File: src/rtl/spi_hmc7044_cfg.sv
// rtl/spi_hmc7044_cfg.sv - power-up SPI write master that loads a fixed HMC7044 register table
//
// After reset release the block waits PWR_DLY clk cycles, then sends each table
// entry as one 24-bit SPI mode-0 write frame (MSB first), separated by a cs-high gap.
// Once the table is exhausted it parks with cs high until the next reset.
//
// Ports:
//    clk      system clock
//    rst_n    asynchronous active-low reset
//    spi_clk  SPI serial clock, idles low
//    cs       active-low chip select, idles high
//    spi_mosi serial write data, MSB first
//
// Build option:
//    HMC7044_SOFT_RESET_EN  prepends a soft-reset assert/release pair (reg 0x0000)
//                           to the table, giving 10 frames instead of 8.

module spi_hmc7044_cfg #(
   parameter int HALF_DIV = 5,
   parameter int PWR_DLY  = 1000,
   parameter int GAP      = 10
) (
   input  logic clk,
   input  logic rst_n,
   output logic spi_clk,
   output logic cs,
   output logic spi_mosi
);

`ifdef HMC7044_SOFT_RESET_EN
   localparam int REG_NUM = 10;
`else
   localparam int REG_NUM = 8;
`endif

   typedef enum logic [2:0] {S_WAIT, S_LOAD, S_SHIFT, S_GAP, S_DONE} state_t;

   // Frame = {write bit 0, single-byte 2'b00, addr[12:0], data[7:0]}
   function automatic logic [23:0] frame_word(input logic [3:0] i);
      logic [12:0] a;
      logic [7:0]  d;
      logic [3:0]  k;
`ifdef HMC7044_SOFT_RESET_EN
      if (i == 4'd0) return 24'h000001;
      if (i == 4'd1) return 24'h000000;
      k = i - 4'd2;
`else
      k = i;
`endif
      case (k)
         4'd0:    begin a = 13'h0001; d = 8'h00; end
         4'd1:    begin a = 13'h0002; d = 8'h00; end
         4'd2:    begin a = 13'h0003; d = 8'h2E; end
         4'd3:    begin a = 13'h0004; d = 8'h7F; end
         4'd4:    begin a = 13'h0005; d = 8'h0F; end
         4'd5:    begin a = 13'h0014; d = 8'h18; end
         4'd6:    begin a = 13'h0096; d = 8'h00; end
         4'd7:    begin a = 13'h0001; d = 8'h02; end
         default: begin a = 13'h0000; d = 8'h00; end
      endcase
      return {3'b000, a, d};
   endfunction

   state_t      state_q, state_d;
   logic [31:0] cnt_q, cnt_d;
   logic [4:0]  bit_q, bit_d;     // 0..23 data bits, 24 = trailing hold phase
   logic [3:0]  idx_q, idx_d;
   logic [23:0] sh_q, sh_d;       // bits still to send, next one at [23]
   logic        sclk_d, cs_d, mosi_d;

   logic half_end;
   assign half_end = (cnt_q == 32'(HALF_DIV - 1));

   // state register
   always_ff @(posedge clk or negedge rst_n) begin
      if (!rst_n) state_q <= S_WAIT;
      else        state_q <= state_d;
   end

   // next-state logic
   always_comb begin
      state_d = state_q;
      case (state_q)
         S_WAIT:  if (cnt_q == 32'(PWR_DLY - 1)) state_d = S_LOAD;
         S_LOAD:  state_d = S_SHIFT;
         S_SHIFT: if (half_end && bit_q == 5'd24) state_d = S_GAP;
         S_GAP:   if (cnt_q == 32'(GAP - 1))
                     state_d = (idx_q == 4'(REG_NUM - 1)) ? S_DONE : S_LOAD;
         default: state_d = S_DONE;
      endcase
   end

   // output / datapath logic: computes the values registered on the next edge
   always_comb begin
      cnt_d  = cnt_q + 32'd1;
      bit_d  = bit_q;
      idx_d  = idx_q;
      sh_d   = sh_q;
      sclk_d = spi_clk;
      cs_d   = cs;
      mosi_d = spi_mosi;
      case (state_q)
         S_WAIT: if (cnt_q == 32'(PWR_DLY - 1)) cnt_d = '0;
         S_LOAD: begin
            cnt_d  = '0;
            bit_d  = '0;
            sh_d   = {frame_word(idx_q)[22:0], 1'b0};
            mosi_d = frame_word(idx_q)[23];
            cs_d   = 1'b0;
            sclk_d = 1'b0;
         end
         S_SHIFT: if (half_end) begin
            cnt_d = '0;
            if (bit_q == 5'd24) begin
               // hold phase over: release cs with idle outputs
               cs_d   = 1'b1;
               sclk_d = 1'b0;
               mosi_d = 1'b0;
            end else if (!spi_clk) begin
               sclk_d = 1'b1;
            end else begin
               // falling edge is the only point mosi moves; zeros fill in
               // behind the data so mosi is 0 during the hold phase
               sclk_d = 1'b0;
               mosi_d = sh_q[23];
               sh_d   = {sh_q[22:0], 1'b0};
               bit_d  = bit_q + 5'd1;
            end
         end
         S_GAP: if (cnt_q == 32'(GAP - 1)) begin
            cnt_d = '0;
            idx_d = idx_q + 4'd1;
         end
         default: cnt_d = cnt_q;
      endcase
   end

   always_ff @(posedge clk or negedge rst_n) begin
      if (!rst_n) begin
         cnt_q    <= '0;
         bit_q    <= '0;
         idx_q    <= '0;
         sh_q     <= '0;
         spi_clk  <= 1'b0;
         cs       <= 1'b1;
         spi_mosi <= 1'b0;
      end else begin
         cnt_q    <= cnt_d;
         bit_q    <= bit_d;
         idx_q    <= idx_d;
         sh_q     <= sh_d;
         spi_clk  <= sclk_d;
         cs       <= cs_d;
         spi_mosi <= mosi_d;
      end
   end

endmodule

File: config.mk
export PLATFORM = sky130hd
export DESIGN_NAME = spi_hmc7044_cfg
export DESIGN_NICKNAME = d
export VERILOG_FILES = /design/src/rtl/spi_hmc7044_cfg.sv
export SDC_FILE = /design/constraint.sdc
export NUM_CORES = 1
export LEC_CHECK = 0
export BUFFER_PORTS_ARGS = -buffer_cell sky130_fd_sc_hd__buf_4
export CORE_AREA = 8 8 99 119
export DETAILED_ROUTE_END_ITERATION = 16
export DIE_AREA = 0 0 107 127
export PLACE_DENSITY = 0.6
export SLEW_MARGIN = 20
export SYNTH_ARGS = -nofsm -noshare
export SYNTH_HDL_FRONTEND = slang
export SYNTH_SLANG_ARGS = --single-unit
File: constraint.sdc
create_clock -name clk -period 5.98 [get_ports clk]
set_input_delay 0 -clock clk [delete_from_list [all_inputs] [get_ports clk]]
set_output_delay 0 -clock clk [all_outputs]
set_load 0.01 [all_outputs]
==> key figures <==
Run status
  • Run status: complete, no violations

Synth
  • XOR/XNOR share of the synthesized area: 2.96%
  • Sequential-to-total area share from yosys stat: 45.6%
  • Post-synthesis compound-gate area fraction: 15.1%
  • Most common cell in the netlist: dfrtp_1
  • Mux cell area share after synthesis: 0.554%
  • Top cells by area, synth: dfrtp_1 (45%), nand2_1 (5.6%), nor2_1 (4.4%), a21oi_1 (4.3%), ha_1 (4.2%)
  • Synth Cell Area: 3840 um2
  • Syn_area_per_cell: 9.04 um2
  • Dominant synthesized flop cell: dfrtp_1
  • Adder-cell share of the synthesized area: roughly 4.2%
  • Yosys top cell by area: dfrtp_1
  • Synth Warn #: 0
  • Synth top area share: between 40 and 50%
  • Netlist cell types: 57
  • Post-Synth Simple-Gate Area: 27.5%
  • Syn Nets: between 400 and 500
  • Top post-synthesis cells by count: dfrtp_1 (69), nand2_1 (57), nor2_1 (45)
  • Gate count of the mapped netlist: 425
  • Largest family of logic cells by synthesized area: simple AND/OR/NAND/NOR gates
  • Register bit total from synthesis: 70
  • Ys async rst share: 100%
  • EDFF count, synth: 0

Drt
  • Drt first-iter violations: 120
  • WL met3: 195 um
  • Drt total wl: 8.19 mm
  • Vias: just over 3000
  • DR WL/cell: 14.8 um
  • WL met2: ~4.2 mm
  • Vias per Instance: 5.47
  • M1 WL: 3.74 mm
  • DRC viols: 0
  • Post-route ant nets: 0
  • Pre-Repair DR Iteration Count: 4
  • DR top layer: met4

Global route
  • Grt total ovfl: 0
  • Vias in the first global route: 2929
  • GRT Resource Usage Total: 12.8%
  • Pin count of the biggest net entering global routing: slightly above 70
  • Initial antenna violation count: 0
  • First-pass GRT wire length: between 10 and 15 mm

Worst hold path
  • Hold Crit Class: in -> async

Critical path
  • WP data arrival: about 3000 ps
  • Worst Setup End Kind: flop
  • Crit Path Category: reg -> reg
  • CP dominant cell by count: nor2_1
  • CP max stage delay: 750 ps
  • CP Cell Sequence: buf_4, clkinv_1, nand2_1, nor2_1, nor2_1, o21ai_0
  • Startpoint types: flop
  • CP Max Fanout: 36
  • Slowest cell on crit path: nor2_1
  • Critical Path RT: 6140 ps

STA
  • Worst-Margin Slew: 946 ps
  • Slew Limit Headroom: between 30% and 40%
  • Total Neg Setup Slack: 0 ps
  • Final period util: 46.4%
  • Final hold vios: 0
  • Crit path time final: between 2000 and 3000 ps
  • Fin. max-slew vios: 0
  • Setup ws final: 3210 ps
  • Final Skew: about 7 ps
  • Setup-failing EPs final: 0
  • Unrepaired setup endpoints after global routing: false
  • FMAX: 361 MHz

Power
  • Power per cell area: 230 nW/um2
  • Leak Pwr: 1.87 nW
  • VDD IR-drop max: 0.125 mV

Place
  • Dpl ws: 2900 ps
  • GPL Wtd Cong: approximately 0.8
  • Placed cell area: roughly 3900 um2
  • # port buffers: 4
  • DP HPWL: 5.60 mm

Floorplanning
  • Full die area: 13600 um2
  • Height of the die: 127 um
  • Chip width: between 100 and 150 um
  • Initial Util: 39.0%
  • # IOs: 5
  • Row count: 40
  • Core area: 9860 um2

Clock network
  • CTS tree: done
  • Resized Gates After CTS: 0
  • CTS buffer count: 9
  • Root Driver: clkbuf_16
  • Worst skew pair latency: between 300 and 400 ps
  • Clk buf depth: 2
  • Clock-pin slew on the worst setup and hold paths: 50 ps
  • Clock Sinks: 70
  • H-Tree Depth: 3

Cells and area
  • NumNets Final: around 440
  • Area added between synthesis and finish: 9.96%
  • Layout cells sized above 1: 9.58%
  • FILL cells: 959
  • Post-layout util: a little over two fifths
  • ANT cells: 0
  • Design area: roughly 4200 um2

Flow run
  • Max_cap viols: 0
## report_power, final
group,internal [mW],switching (mW),leakage [nW]
clock network,0.289,0.200,0.130
logic,0.000844,0.00900,0.777
registers,0.474,0,0.960
## kinds of logic after synthesis
kind of cell               count (synthesis)
AOI/OAI and AO/OA                         92
xor gates and xnor gates                  13
adders and majority gates                 13
buffers and inverters                     33
DFF                                       70
muxes                                      2
and+or+nand+nor                          202
## stage by stage
| stage | instances | total power, mW | hold slack (ps) |
|---|---|---|---|
| after floorplan | 425 | 0.482 | -296 |
| after global placement | 537 | 0.493 | 196 |
| after detailed placement | 537 | 0.493 | 190 |
| after CTS | 554 | 0.987 | 385 |
| after global routing | 554 | 1.01 | 458 |
| final | 554 | 0.973 | 339 |
## worst max-delay path: cells and delay by family (launching register included)
family / cells / cell delay (ps)
simple gates: 3 / 1140
flops: 1 / 320
compound gates: 1 / 210
buf+inv: 2 / 930
## repair_timing
action,4_1_cts,5_1_grt
hold buffers,1,0
setup endpoints to repair,0,0
endpoints found under the hold margin,69,0
buffers inserted,0,0
## cell type report
class	instances	area, um2	share of cell area [%]
Sequential cell	70	1750	41.5
Multi-Input combinational cell	322	1930	45.8
Tap cell	126	158	3.73
Inverter	13	48.8	1.15
Clock buffer	10	239	5.66
Clock inverter	6	37.5	0.888
Timing Repair Buffer	7	55.1	1.30
## flip-flops by register name, indices dropped and copies added, names as in the netlist
register and flops:
spi_mosi 1, idx_q 4, spi_clk 1, bit_q 5, cs 1, sh_q 23, state_q 3, cnt_q 32
## placed cells by master, fill, tap and decap left out, types with 5 or more instances in the layout
cell type / netlist / final
o31ai_1: 5 / 5
and3_1: 8 / 8
nand3_1: 31 / 31
o21ai_0: 14 / 14
inv_1: 12 / 12
nor2_1: 45 / 45
a21oi_1: 33 / 33
a31oi_1: 7 / 7
buf_4: 3 / 6
clkbuf_16: 0 / 9
nand4_1: 11 / 11
ha_1: 13 / 13
nor3_1: 13 / 13
xnor2_1: 9 / 9
a21oi_2: 7 / 7
nand2_1: 57 / 57
and2_1: 6 / 6
dfrtp_1: 69 / 69
## final timing paths
kind / start / endpoint / slack, ps / cells past startpoint
setup / recovery: state_q[2] / sh_q[7] / 3210 / 6
hold / removal: rst_n / sh_q[18] / 340 / 2
setup reg to reg: state_q[2] / sh_q[7] / 3210 / 6
hold reg to reg: cs / cs / 470 / 2
max in group asynchronous: rst_n / idx_q[1] / 5060 / 2
min in group clk: cs / cs / 470 / 2
## layer usage
layer,vias to the layer above,GRT usage (%)
li1,1515,-
met1,1475,15.9
met2,35,21.3
met3,6,2.16
met4,0,5.23
met5,-,0
(Power assumes the default switching activity.)
